===== src/rtl/tc_timer.sv =====
// Memory-mapped countdown timer: CTRL/PRESET/COUNT word registers behind the bridge,
// one-shot or auto-reload operation, maskable level interrupt.
module tc_timer (
    input  logic        clk,
    input  logic        rst,
    input  logic        sel,
    input  logic [1:0]  addr,
    input  logic [3:0]  byteen,
    input  logic [31:0] wdata,
    output logic [31:0] rdata,
    output logic        irq
);

    typedef enum logic [1:0] {
        IDLE = 2'd0,
        LOAD = 2'd1,
        CNT  = 2'd2,
        INT  = 2'd3
    } state_t;

    localparam logic [1:0] ADDR_CTRL   = 2'd0;
    localparam logic [1:0] ADDR_PRESET = 2'd1;
    localparam logic [1:0] ADDR_COUNT  = 2'd2;

    state_t      state;
    state_t      state_next;
    logic [3:0]  ctrl;
    logic [31:0] preset;
    logic [31:0] count;
    logic        flag;

    logic        wr;
    logic        wr_ctrl;
    logic        wr_preset;
    logic        ctrl_en;
    logic        ctrl_im;
    logic        auto_reload;
    logic        count_gt_one;

    logic        load_count;
    logic        dec_count;
    logic        zero_count;
    logic        set_flag;
    logic        int_clr_flag;
    logic        int_clr_en;

    // Only full-word writes reach the registers; COUNT and offset 3 have no write path.
    assign wr           = sel & (byteen == 4'b1111);
    assign wr_ctrl      = wr & (addr == ADDR_CTRL);
    assign wr_preset    = wr & (addr == ADDR_PRESET);

    assign ctrl_en      = ctrl[0];
    assign ctrl_im      = ctrl[3];
    assign auto_reload  = (ctrl[2:1] == 2'b01);
    assign count_gt_one = (count > 32'd1);

    always_ff @(posedge clk or negedge rst) begin
        if (!rst) begin
            state <= IDLE;
        end else begin
            state <= state_next;
        end
    end

    always_comb begin
        state_next = state;
        case (state)
            IDLE: begin
                if (ctrl_en) begin
                    state_next = LOAD;
                end
            end
            LOAD: begin
                state_next = CNT;
            end
            CNT: begin
                if (!ctrl_en) begin
                    state_next = IDLE;
                end else if (!count_gt_one) begin
                    state_next = INT;
                end
            end
            INT: begin
                state_next = IDLE;
            end
            default: begin
                state_next = IDLE;
            end
        endcase
    end

    always_comb begin
        load_count   = 1'b0;
        dec_count    = 1'b0;
        zero_count   = 1'b0;
        set_flag     = 1'b0;
        int_clr_flag = 1'b0;
        int_clr_en   = 1'b0;
        case (state)
            LOAD: begin
                load_count = 1'b1;
            end
            CNT: begin
                if (ctrl_en) begin
                    dec_count  = count_gt_one;
                    zero_count = !count_gt_one;
                    set_flag   = !count_gt_one;
                end
            end
            INT: begin
                int_clr_flag = auto_reload;
                int_clr_en   = !auto_reload;
            end
            default: begin
            end
        endcase
    end

    // A bus write to CTRL wins over the one-shot EN clear in the same edge.
    always_ff @(posedge clk or negedge rst) begin
        if (!rst) begin
            ctrl <= 4'd0;
        end else if (wr_ctrl) begin
            ctrl <= wdata[3:0];
        end else if (int_clr_en) begin
            ctrl[0] <= 1'b0;
        end
    end

    always_ff @(posedge clk or negedge rst) begin
        if (!rst) begin
            preset <= 32'd0;
        end else if (wr_preset) begin
            preset <= wdata;
        end
    end

    always_ff @(posedge clk or negedge rst) begin
        if (!rst) begin
            count <= 32'd0;
        end else if (load_count) begin
            count <= preset;
        end else if (dec_count) begin
            count <= count - 32'd1;
        end else if (zero_count) begin
            count <= 32'd0;
        end
    end

    // Software acknowledges the interrupt by writing CTRL or PRESET.
    always_ff @(posedge clk or negedge rst) begin
        if (!rst) begin
            flag <= 1'b0;
        end else if (wr_ctrl || wr_preset) begin
            flag <= 1'b0;
        end else if (set_flag) begin
            flag <= 1'b1;
        end else if (int_clr_flag) begin
            flag <= 1'b0;
        end
    end

    always_comb begin
        rdata = 32'd0;
        case (addr)
            ADDR_CTRL:   rdata = {28'd0, ctrl};
            ADDR_PRESET: rdata = preset;
            ADDR_COUNT:  rdata = count;
            default:     rdata = 32'd0;
        endcase
    end

    assign irq = flag & ctrl_im;

endmodule


===== config.mk =====
export PLATFORM = sky130hd
export DESIGN_NAME = tc_timer
export DESIGN_NICKNAME = d
export VERILOG_FILES = /design/src/rtl/tc_timer.sv
export SDC_FILE = /design/constraint.sdc
export NUM_CORES = 1
export LEC_CHECK = 0
export CORE_MARGIN = 8
export CORE_UTILIZATION = 51
export DETAILED_ROUTE_END_ITERATION = 7
export GPL_TIMING_DRIVEN = 0
export HOLD_SLACK_MARGIN = 0.02
export PLACE_DENSITY = 0.76
export SLEW_MARGIN = 20
export SYNTH_ARGS = -nofsm -noshare
export SYNTH_HDL_FRONTEND = slang
export SYNTH_SLANG_ARGS = --single-unit
export TNS_END_PERCENT = 10

===== constraint.sdc =====
create_clock -name clk -period 7.2 [get_ports clk]
set_input_delay 0.72 -clock clk [delete_from_list [all_inputs] [get_ports clk]]
set_output_delay 0.72 -clock clk [all_outputs]
set_load 0.01 [all_outputs]

# --- Word-level counts from Yosys, hierarchy flattened ---
# Cells that the tools add are included.
op_classes:
  n_mux: 20
  bitwise_logic: 4
  reduce_logical: 9
  magnitude_cmp: 1
  add_sub_neg: 1
  n_eq_ne: 9
ops:
  columns: ["operator", "n"]
  rows:
  - ["$mux W32", 3]
  - ["$pmux W32 S3", 1]
  - ["$gt A32 B1 Y1 const B", 1]
  - ["$sub A32 B1 Y32 const B", 1]
  - ["$mux W1", 12]
  - ["$pmux W2 S4", 1]
  - ["$eq A2 B1 Y1 const B", 3]
  - ["$eq A2 B2 Y1 const B", 3]
  - ["$mux W2", 3]
  - ["$reduce_bool A3 Y1", 2]
  - ["$and A1 B1 Y1", 4]
  - ["$eq A4 B4 Y1 const B", 1]
  - ["$logic_not A2 Y1", 2]
  - ["$ne A3 B3 Y1 const B", 1]
  - ["$logic_not A1 Y1", 2]
  - ["$ne A2 B2 Y1 const B", 1]
  - ["$reduce_and A2 Y1", 1]
  - ["$reduce_bool A2 Y1", 1]
  - ["$logic_or A1 B1 Y1", 1]
totals:
  regBits: 71
  out_inout_bits: 33

# --- Depth between registers and ports, before layout ---
# Gate-level depths: netlist of the first run.
depth:
  ltp_word: 7
  ltp_mapped: 8
  mapped_depth_nobuf: 7

# --- Worst setup path after synthesis of the first run ---
# Ideal clock, no wire load.
synth_path:
  path_type: "in2out"
  start: "input addr[1]"
  end: "output rdata[10]"
  arrival_ps: 1940
  setup_slack_ps: 4540
  cell_stages: 5
  path_buffers: 3
  cell_sequence: "clkbuf_1 nor2b_1 clkbuf_1 clkbuf_1 a22o_1"
synth_via:
  elab_chain_cells: 2
  word_cells_on_any_way: 4
  cone_classes: "eq/ne: 2; mux: 1; reduce/logical: 1"
synth_rtl:
  columns: ["element", "line_no", "text"]
  rows:
  - ["start, declared", "7", "input logic [1:0] addr,"]
  - ["$eq A2 B2 Y1, or another cell as far along", "165", "case (addr)"]
  - ["$pmux W32 S3 (*)", "165", null]
  - ["end, declared", "10", "output logic [31:0] rdata,"]
# Mark *: on every way between the ends. The rest lies on a longest branch, timed or not.

# --- Worst setup path after layout of the first run ---
layout_path:
  start: "input addr[0]"
  end: "output rdata[8]"
# The elaborated chain is that of the path after synthesis.

==> results of run 1 <==
cell families after synthesis:
group,count (synthesis),share of synthesized area (%)
fa+ha+maj,2,0.6417
compound gates,105,21.12
buf+inv,31,3.049
simple gates,118,17.14
flops,71,45.57
mux,39,11.14
xor+xnor,6,1.348
power by group through the flow:
stage / Clock (mW) / Combinational [mW] / Sequential (mW)
final: 0.321 / 0.700 / 0.644
after global routing: 0.340 / 0.766 / 0.662
after CTS: 0.321 / 0.689 / 0.637
after detailed placement: 0 / 0.684 / 0.644
after global placement: 0 / 0.667 / 0.636
after floorplan: 0 / 0.484 / 0.604
flip-flops by register name (all words and copies together), names as in the netlist:
name	cells
ctrl	4
state	2
flag	1
preset	32
count	32
worst max-delay path by stage:
| stage | cells after the start | startpoint | slack, ns | endpoint |
|---|---|---|---|---|
| global placement | 1 | rst | 2.99 | preset[23] |
| CTS | 6 | addr[0] | 3.15 | rdata[8] |
| global route | 6 | addr[0] | 3.00 | rdata[26] |
| floorplan | 5 | addr[1] | 4.54 | rdata[10] |
| finish | 6 | addr[0] | 3.11 | rdata[8] |
| detailed placement | 6 | addr[0] | 3.13 | rdata[8] |
routing by layer:
layer | vias to the layer above | share of wire [%]
met2 | 154 | 50
met5 | - | 0
li1 | 1635 | -
met1 | 1796 | 42
met3 | 14 | 6.5
met4 | 0 | 1.9
final cells by class:
type	count	share of cell area, %
clock buffer	13	3.000
sequential	71	35.80
timing repair buffer	73	15.02
inverter	4	0.3025
multi-input combinational	270	40.36
clock inverter	3	0.8571
tap	102	2.571
buffer	27	2.092
cell usage in the layout (no fill, tap or decap), drive strengths merged, types with 5 or more instances in the layout:
master,netlist,final
a211oi,5,5
a221o,12,12
a22o,29,29
a22oi,13,13
buf,6,8
clkbuf,21,34
clkdlybuf4s50,0,71
dfrtp,71,71
mux2,35,35
nand2,27,27
nand3,11,11
nand4,5,5
nor2,13,13
nor3,8,8
nor4,11,11
o21ai,15,15
o31ai,6,6
or3,6,6
or4,10,10
worst max-delay path: stages:
cell	delay (ns)
clkdlybuf4s50_1	0.54
nor2b_1	0.16
clkbuf_1	0.53
clkbuf_1	0.59
a22o_1	0.28
clkdlybuf4s50_1	0.55
through the flow:
step	utilization (%)	std cells	setup WS (ns)	hold WS [ns]	area [um^2]
floorplan	-	372	4.540	0.4244	3899
global placement	62.73	546	2.990	0.5051	4747
detailed placement	63.06	547	3.133	0.5087	4772
CTS	65.59	563	3.146	0.2954	4964
global route	65.59	563	3.002	0.3114	4964
finish	65.59	563	3.110	0.2911	4964
==> summary.txt, run 1 <==
Clocking
  – CTS tree: built
  – H-tree lvl count: 3
  – Worst-path clk slew: about 0.07 ns
  – Clock Tree Buf Depth: 2
  – Hold buffers post-CTS: 0
  – CTS sink cnt: 71
  – Worst-Skew Late Latency: approximately 0.36 ns
  – CTS Root Cell: clkbuf_8
  – Setup repair bufs after CTS: 0
  – Cts repair resizes: 0
  – Total CTS buffers: 9

Logic synthesis
  – Synth top cells by count: 71 x dfrtp_1, 35 x mux2_2, 29 x a22o_1
  – Synthesized cell area: 3899 um^2
  – Avg Inst Size Synth: between 10 and 15 um^2
  – Top-area cell type share of the netlist area: 45.57%
  – Synth cell types: 50
  – Number of flops mapped to enable cells by yosys: 0
  – Synth Register Bits: 71
  – Register area share after synthesis: 45.57%
  – Syn. warnings: 0
  – Synth area leaders: dfrtp_1 46%, mux2_2 10%, a22o_1 6.5%
  – Synthesized instance count: 372
  – Async S/R FF share, synth: 100.0%
  – Biggest area consumer among synthesized cells: dfrtp_1
  – Most frequent cell after synthesis: dfrtp_1
  – Synthesized Nets: 415
  – Most used DFF post-synth: dfrtp_1

Timing
  – Clock skew: 0.01514 ns
  – Highest Clock Rate: 244.5 MHz
  – Final hold violations: 0
  – Slew of the pin with the lowest slew margin: around 0.86 ns
  – Slew Viols, Final: 0
  – Final Critical Period: roughly 4.1 ns
  – RSZ-0062 raised after global routing: false
  – Endpoints failing setup: 0
  – Final Cycle Share: 56.81%
  – Sum Neg Setup Slack: 0 ns
  – Rel. slew slack: around 42%

Power and ir drop
  – Leak: 2.055 nW
  – Internal power: 0.9926 mW
  – Max IR drop VDD: 166.0 uV
  – Comb power frac: 42.0%
  – Switching pwr: 0.6718 mW
  – Total power draw: 1.664 mW
  – Switching Share: just over 40%
  – Sequential power share: 38.7%
  – Clock Power Share: between 10% and 20%
  – Power Density: roughly 340 nW/um^2

Setup path
  – Worst Path Arrival: 3.37 ns
  – R2r setup slk: about 3.9 ns
  – R2R cell count: 7
  – FF-to-FF Start: count[12]
  – Setup Crit Path Kind: in -> out
  – CP max FO: 10
  – Crit start category: primary input
  – Reg2reg end: count[23]
  – Crit end category: primary output
  – Worst EP required: 6.48 ns

Detailed routing
  – Drt drc: 0
  – ANT nets after route: 0
  – Via count: 3,599
  – Avg Vias per Cell: 6.393
  – Total Wirelength: 11.52 mm
  – Initial DRC Count: 309
  – Drt first pass iters: 5
  – Average wire per standard cell: 20.46 um

Global routing
  – M1 GR Usage: 29.36%
  – First-pass GRT wire length: roughly 19 mm
  – Initial antenna violation count: 0
  – Most used routing layer: met2
  – Met3 Use GR: 3.748%
  – Grt ovf: 0
  – Pin count of the biggest net entering global routing: 45
  – Vias in the first global route: 3,764
  – M2 GR Usage: 37.33%
  – Total Routing Usage GR: between 20% and 30%

Cells and area
  – Area of the multi-input gates: 2003 um^2
  – Layout cells sized above 1: 12.58%
  – Sequential cell area: 1777 um^2
  – Antenna Cells: 0
  – Total Nets Final: 499
  – Fillers: approximately 630
  – Layout Area Growth over Synthesis: 27.31%

Worst hold path
  – Worst hold path class: in -> async

Floorplanning
  – Chip width: 103.4 um
  – Core area: 7567 um^2
  – Die height: 103.4 um
  – Initial Utilization: 51.52%
  – Top Ports: between 70 and 80
  – Rows: 32
  – Die area: 10,700 um^2

Placed design
  – Final HPWL DP: approximately 8.2 mm
  – Gpl congestion: 0.9169
  – # port buffers: 72

Status
  – Status: finished, final reports clean

Job
  – MaxCap Viol Count: 0
(Power assumes the default switching activity.)
==> inputs of run 2 (changes only) <==
CORE_UTILIZATION = 47   (was 51)
PLACE_DENSITY = 0.74   (was 0.76)
clock period = 3.71 ns   (was 7.2 ns; I/O delays follow)
==> run 2 against run 1 <==
Against the previous run:
- global-route usage is 1.6 points lower
- routed wire length grew 5.0%
- largest power group unchanged
- clock power rose by 110%
- flip-flop and latch count unchanged
- first-iteration DRC count rose by 0.65%
- clock-buffer cell count down 3
- hold slack improved by 0.21 ns
- non-clock buffer count grew 1
- critical endpoint unchanged
==> summary.txt, run 2 (synthesis results as in run 1) <==
Status
  – Status: finished, final reports clean

Detailed routing
  – Drt first pass iters: 5 (unchanged)
  – Total Wirelength: 12.10 mm (+5.0%)
  – ANT nets after route: 0 (unchanged)
  – Initial DRC Count: 311 (+0.65%)
  – Via count: 3,593 (-0.17%)
  – Average wire per standard cell: 21.38 um (+4.5%)
  – Drt drc: 0 (unchanged)
  – Avg Vias per Cell: 6.348 (-0.70%)

Power and ir drop
  – Leak: 2.060 nW (+0.28%)
  – Power Density: 661.8 nW/um^2 (+97%)
  – Total power draw: 3.302 mW (+98%)
  – Max IR drop VDD: 273.1 uV (+64%)

Setup path
  – Worst Path Arrival: 3.06 ns (-0.31 ns)
  – Crit start category: primary input
  – CP max FO: 10 (unchanged)
  – Setup Crit Path Kind: in -> out
  – Worst EP required: 3.34 ns (-3.14 ns)
  – Crit end category: primary output

Cells and area
  – Top flop regs: count: 32 flops, preset: 32 flops, ctrl: 4 flops
  – Sequential cell area: 1777 um^2 (unchanged)
  – Non-filler cells, final: 566 (+0.53%)
  – Total Nets Final: 500 (+0.20%)
  – Layout cells sized above 1: 12.80% (+0.22 points)
  – Area of the multi-input gates: 2003 um^2 (unchanged)
  – Antenna Cells: 0 (unchanged)
  – Most frequent cells in the layout: 71 x dfrtp_1, 71 x clkdlybuf4s50_1, 35 x mux2_2, 29 x a22o_1, 27 x nand2_1
  – Layout Area Growth over Synthesis: 27.98%
  – Fillers: 682 (+8.4%)

Floorplanning
  – Top Ports: 74 (unchanged)
  – Core area: 8134 um^2 (+7.5%)
  – Rows: 33 (+3.1%)
  – Die area: 11,470 um^2 (+7.2%)
  – Initial Utilization: 47.93% (-3.6 points)
  – Chip width: 107.1 um (+3.5%)
  – Die height: 107.1 um (+3.5%)

Clocking
  – CTS sink cnt: 71 (unchanged)
  – Worst-path clk slew: 0.08 ns (about the same)
  – CTS Root Cell: clkbuf_8
  – Cts repair resizes: 0 (unchanged)
  – Total CTS buffers: 9 (unchanged)
  – H-tree lvl count: 3 (unchanged)
  – Clock Tree Buf Depth: 2 (unchanged)
  – CTS tree: built
  – Hold buffers post-CTS: 1 (+1)
  – Setup repair bufs after CTS: 0 (unchanged)
  – Worst-Skew Late Latency: 0.35 ns (about the same)

Timing
  – Rel. slew slack: 41.69% (-0.45 points)
  – Worst Setup Slack, final: 0.2838 ns (-2.826 ns)
  – Slew Viols, Final: 0 (unchanged)
  – RSZ-0062 raised after global routing: false
  – Endpoints failing setup: 0 (unchanged)
  – Highest Clock Rate: just under 300 MHz
  – Final Critical Period: 3.426 ns
  – Final hold violations: 0 (unchanged)
  – Slew of the pin with the lowest slew margin: 0.8667 ns (+0.006668 ns)
  – Clock skew: 0.01449 ns (-0.0006519 ns)
  – Final Cycle Share: 92.35%

Placed design
  – Final HPWL DP: 8.648 mm (+5.4%)
  – Gpl congestion: 0.9077 (-1.0%)
  – # port buffers: 72 (unchanged)
  – Placed Cells: 550 (+0.55%)
  – Worst slack, placed: 0.3489 ns (-2.784 ns)

Global routing
  – Vias in the first global route: 3,720 (-1.2%)
  – Grt ovf: 0 (unchanged)
  – Total Routing Usage GR: 21.58% (-1.6 points)
  – Pin count of the biggest net entering global routing: 43 (-4.4%)
  – First-pass GRT wire length: 19.70 mm (+4.7%)
  – Initial antenna violation count: 0 (unchanged)

Job
  – MaxCap Viol Count: 0 (unchanged)

Worst hold path
  – Worst hold path class: in -> async
-- run 2: final cells by class --
class | instances | area share [%]
plain buffers | 27 | 2.081
clock inverters | 5 | 1.680
well taps | 105 | 2.633
repair buffers | 74 | 14.99
multi-input cells | 270 | 40.15
inverters | 4 | 0.3009
clock buffers | 10 | 2.558
flip-flops and latches | 71 | 35.61
-- run 2: power by group --
part	internal (mW)	switching [mW]
clock network	0.376	0.312
registers	0.974	0.273
logic	0.623	0.743
-- run 2: per-stage QoR --
stage               utilization (%)  cell area [um^2]  hold slack (ns)  setup TNS [ns]
floorplan                         -              3899          0.07541               0
global placement              58.41              4751           0.5080          -14.51
detailed placement            58.62              4768           0.3213               0
CTS                           61.34              4990           0.5018               0
global route                  61.34              4990           0.5391               0
finish                        61.34              4990           0.4992               0
-- run 2: routing by layer --
layer | up-vias | share of wire, % | track usage (%)
met5 | - | 0 | 0
met4 | 0 | 2.3 | 9.648
met2 | 152 | 47 | 34.25
met1 | 1800 | 44 | 28.26
met3 | 27 | 6.2 | 3.539
li1 | 1614 | - | -
-- run 2: path summary, 6_finish.rpt --
kind	slack, ns	endpoint	cells past startpoint	start
worst min-delay path	0.50	preset[16]	2	rst
min in group clk	0.54	count[31]	2	preset[31]
worst max register to register	0.47	count[4]	7	count[12]
max in group asynchronous	2.65	count[18]	3	rst
worst max-delay path	0.28	rdata[8]	6	addr[0]
worst min register to register	0.54	count[31]	2	preset[31]
-- run 2: worst max-delay path: stages --
cell and delay, ns:
clkdlybuf4s50_1 0.55, nor2b_1 0.16, clkbuf_1 0.55, clkbuf_1 0.59, a22o_1 0.28, clkdlybuf4s50_1 0.55
==> inputs of run 3 (changes only) <==
CORE_UTILIZATION = 49   (was 47)
CTS_BUF_LIST = sky130_fd_sc_hd__clkbuf_8   (was unset)
PLACE_DENSITY = 0.77   (was 0.74)
==> run 3 against run 2 <==
Against the previous run:
- clock skew down 0.0020 ns
- core utilization up 2.4 points
- largest cell class unchanged
- critical endpoint is now rdata[11]
- power down 5.0%
- global-route usage down 1.0 points
==> summary.txt, run 3 (synthesis results as in run 1) <==
Detailed routing
  – ANT nets after route: 0 (unchanged)
  – Avg Vias per Cell: 6.421 (+1.1%)
  – Via count: 3,602 (+0.25%)
  – Total Wirelength: 11.33 mm (-6.4%)
  – Drt first pass iters: 5 (unchanged)
  – Average wire per standard cell: 20.19 um (-5.6%)
  – Drt drc: 0 (unchanged)
  – Initial DRC Count: 273 (-12%)

Floorplanning
  – Die area: 11,070 um^2 (-3.5%)
  – Initial Utilization: 50.45% (+2.5 points)
  – Chip width: 105.2 um (-1.8%)
  – Core area: 7727 um^2 (-5.0%)
  – Rows: 32 (-3.0%)
  – Top Ports: 74 (unchanged)
  – Die height: 105.2 um (-1.8%)

Placed design
  – Final HPWL DP: 8.085 mm (-6.5%)
  – Area after DPL: 4765 um^2 (about the same)
  – Gpl congestion: 0.9207 (+1.4%)
  – # port buffers: 72 (unchanged)

Clocking
  – Worst-Skew Late Latency: 0.35 ns (about the same)
  – H-tree lvl count: 3 (unchanged)
  – Worst-path clk slew: 0.07 ns (about the same)
  – Setup repair bufs after CTS: 0 (unchanged)
  – Total CTS buffers: 9 (unchanged)
  – CTS sink cnt: 71 (unchanged)
  – CTS tree: built
  – Clock Tree Buf Depth: 2 (unchanged)
  – CTS Root Cell: clkbuf_8

Cells and area
  – Finished Cell Area: 4926 um^2 (-1.3%)
  – Layout cells sized above 1: 12.42% (-0.38 points)
  – Layout Area Growth over Synthesis: 26.35%
  – Final core utilization: 63.75% (+2.4 points)
  – Fillers: 656 (-3.8%)
  – Top flop regs: count: 32 flops, preset: 32 flops, ctrl: 4 flops
  – Total Nets Final: 500 (unchanged)
  – Most frequent cells in the layout: 71 x dfrtp_1, 71 x clkdlybuf4s50_1, 35 x mux2_2, 29 x a22o_1, 27 x nand2_1
  – Antenna Cells: 0 (unchanged)

Timing
  – Highest Clock Rate: 303.1 MHz (+3.9%)
  – Slew Viols, Final: 0 (unchanged)
  – Slew of the pin with the lowest slew margin: 0.9034 ns (+0.03672 ns)
  – RSZ-0062 raised after global routing: false
  – Final Critical Period: 3.299 ns (-0.1274 ns)
  – Sum Neg Setup Slack: 0 ns (unchanged)
  – Endpoints failing setup: 0 (unchanged)
  – Rel. slew slack: 39.22% (-2.5 points)
  – Final Cycle Share: 88.92% (-3.4 points)
  – Final hold violations: 0 (unchanged)
  – Clock skew: 0.01254 ns (-0.001952 ns)

Global routing
  – Initial antenna violation count: 0 (unchanged)
  – Pin count of the biggest net entering global routing: 42 (-2.3%)
  – Total Routing Usage GR: 20.55% (-1.0 points)
  – First-pass GRT wire length: 18.56 mm (-5.8%)
  – Grt ovf: 0 (unchanged)
  – Vias in the first global route: 3,697 (-0.62%)

Setup path
  – Crit end category: primary output
  – R2R cell count: 7 (unchanged)
  – Crit start category: primary input
  – Worst EP required: 3.34 ns (about the same)
  – CP max FO: 10 (unchanged)
  – Worst Path Arrival: 2.93 ns (-0.13 ns)
  – Setup Crit Path Kind: in -> out

Power and ir drop
  – Leak: 2.047 nW (-0.66%)
  – Power Density: 636.5 nW/um^2 (-3.8%)
  – Max IR drop VDD: 306.1 uV (+12%)

Status
  – Status: finished, final reports clean

Job
  – MaxCap Viol Count: 0 (unchanged)

Worst hold path
  – Worst hold path class: in -> async
-- run 3: cell count changes in the layout (fill, tap and decap cells not counted) --
cell	before	now
bufinv_16	2	0
clkinvlp_4	2	0
clkbuf_1	22	21
clkinv_2	0	2
inv_1	4	5
clkbuf_8	9	10
clkinv_4	1	0
-- run 3: worst max-delay path, stage by stage --
cell and delay, ns:
clkdlybuf4s50_1 0.53, nor2b_1 0.16, clkbuf_1 0.50, clkbuf_1 0.55, a22o_1 0.27, clkdlybuf4s50_1 0.54
-- run 3: power breakdown --
part	total [mW]	internal (mW)	switching, mW
clock network	0.522	0.245	0.277
registers	1.25	0.975	0.273
logic	1.37	0.623	0.742
-- run 3: per-stage QoR --
stage               cells  setup WS, ns  hold slack [ns]  power (mW)
floorplan             372         1.074          0.07541       2.112
global placement      546       -0.1530           0.5072       2.524
detailed placement    547        0.4532           0.3310       2.573
CTS                   561        0.4506           0.5037       3.103
global route          561        0.3185           0.5430       3.330
finish                561        0.4112           0.5010       3.135
-- run 3: path summary, 6_finish.rpt --
check | start | end | slack [ns]
max | addr[0] | rdata[11] | 0.41
min | rst | ctrl[3] | 0.50
max reg2reg | count[12] | count[22] | 0.48
min reg2reg | preset[31] | count[31] | 0.53
max in group asynchronous | rst | count[25] | 2.66
min in group clk | preset[31] | count[31] | 0.53
-- run 3: timing repair --
| action | in CTS | in global routing |
|---|---|---|
| setup endpoints to repair | 0 | 0 |
| hold buffers | 1 | 0 |
| endpoints found under the hold margin | 30 | 0 |
| resized for setup | 0 | 0 |
-- run 3: final cells by class --
cell class | count | area [um^2] | share of cell area (%)
Sequential cell | 71 | 1777 | 36.07
Tap cell | 102 | 127.6 | 2.591
Multi-Input combinational cell | 270 | 2003 | 40.67
Buffer | 27 | 103.9 | 2.108
Clock buffer | 10 | 137.6 | 2.794
Timing Repair Buffer | 74 | 748.2 | 15.19
Inverter | 4 | 15.01 | 0.3048
Clock inverter | 3 | 13.76 | 0.2794
-- run 3: per-layer routing --
metal,up-vias,track usage (%),share of wire (%)
met1,1765,25.74,41
li1,1624,-,-
met5,-,0,0
met2,179,32.96,47
met4,0,10.40,3.2
met3,34,4.054,8.2
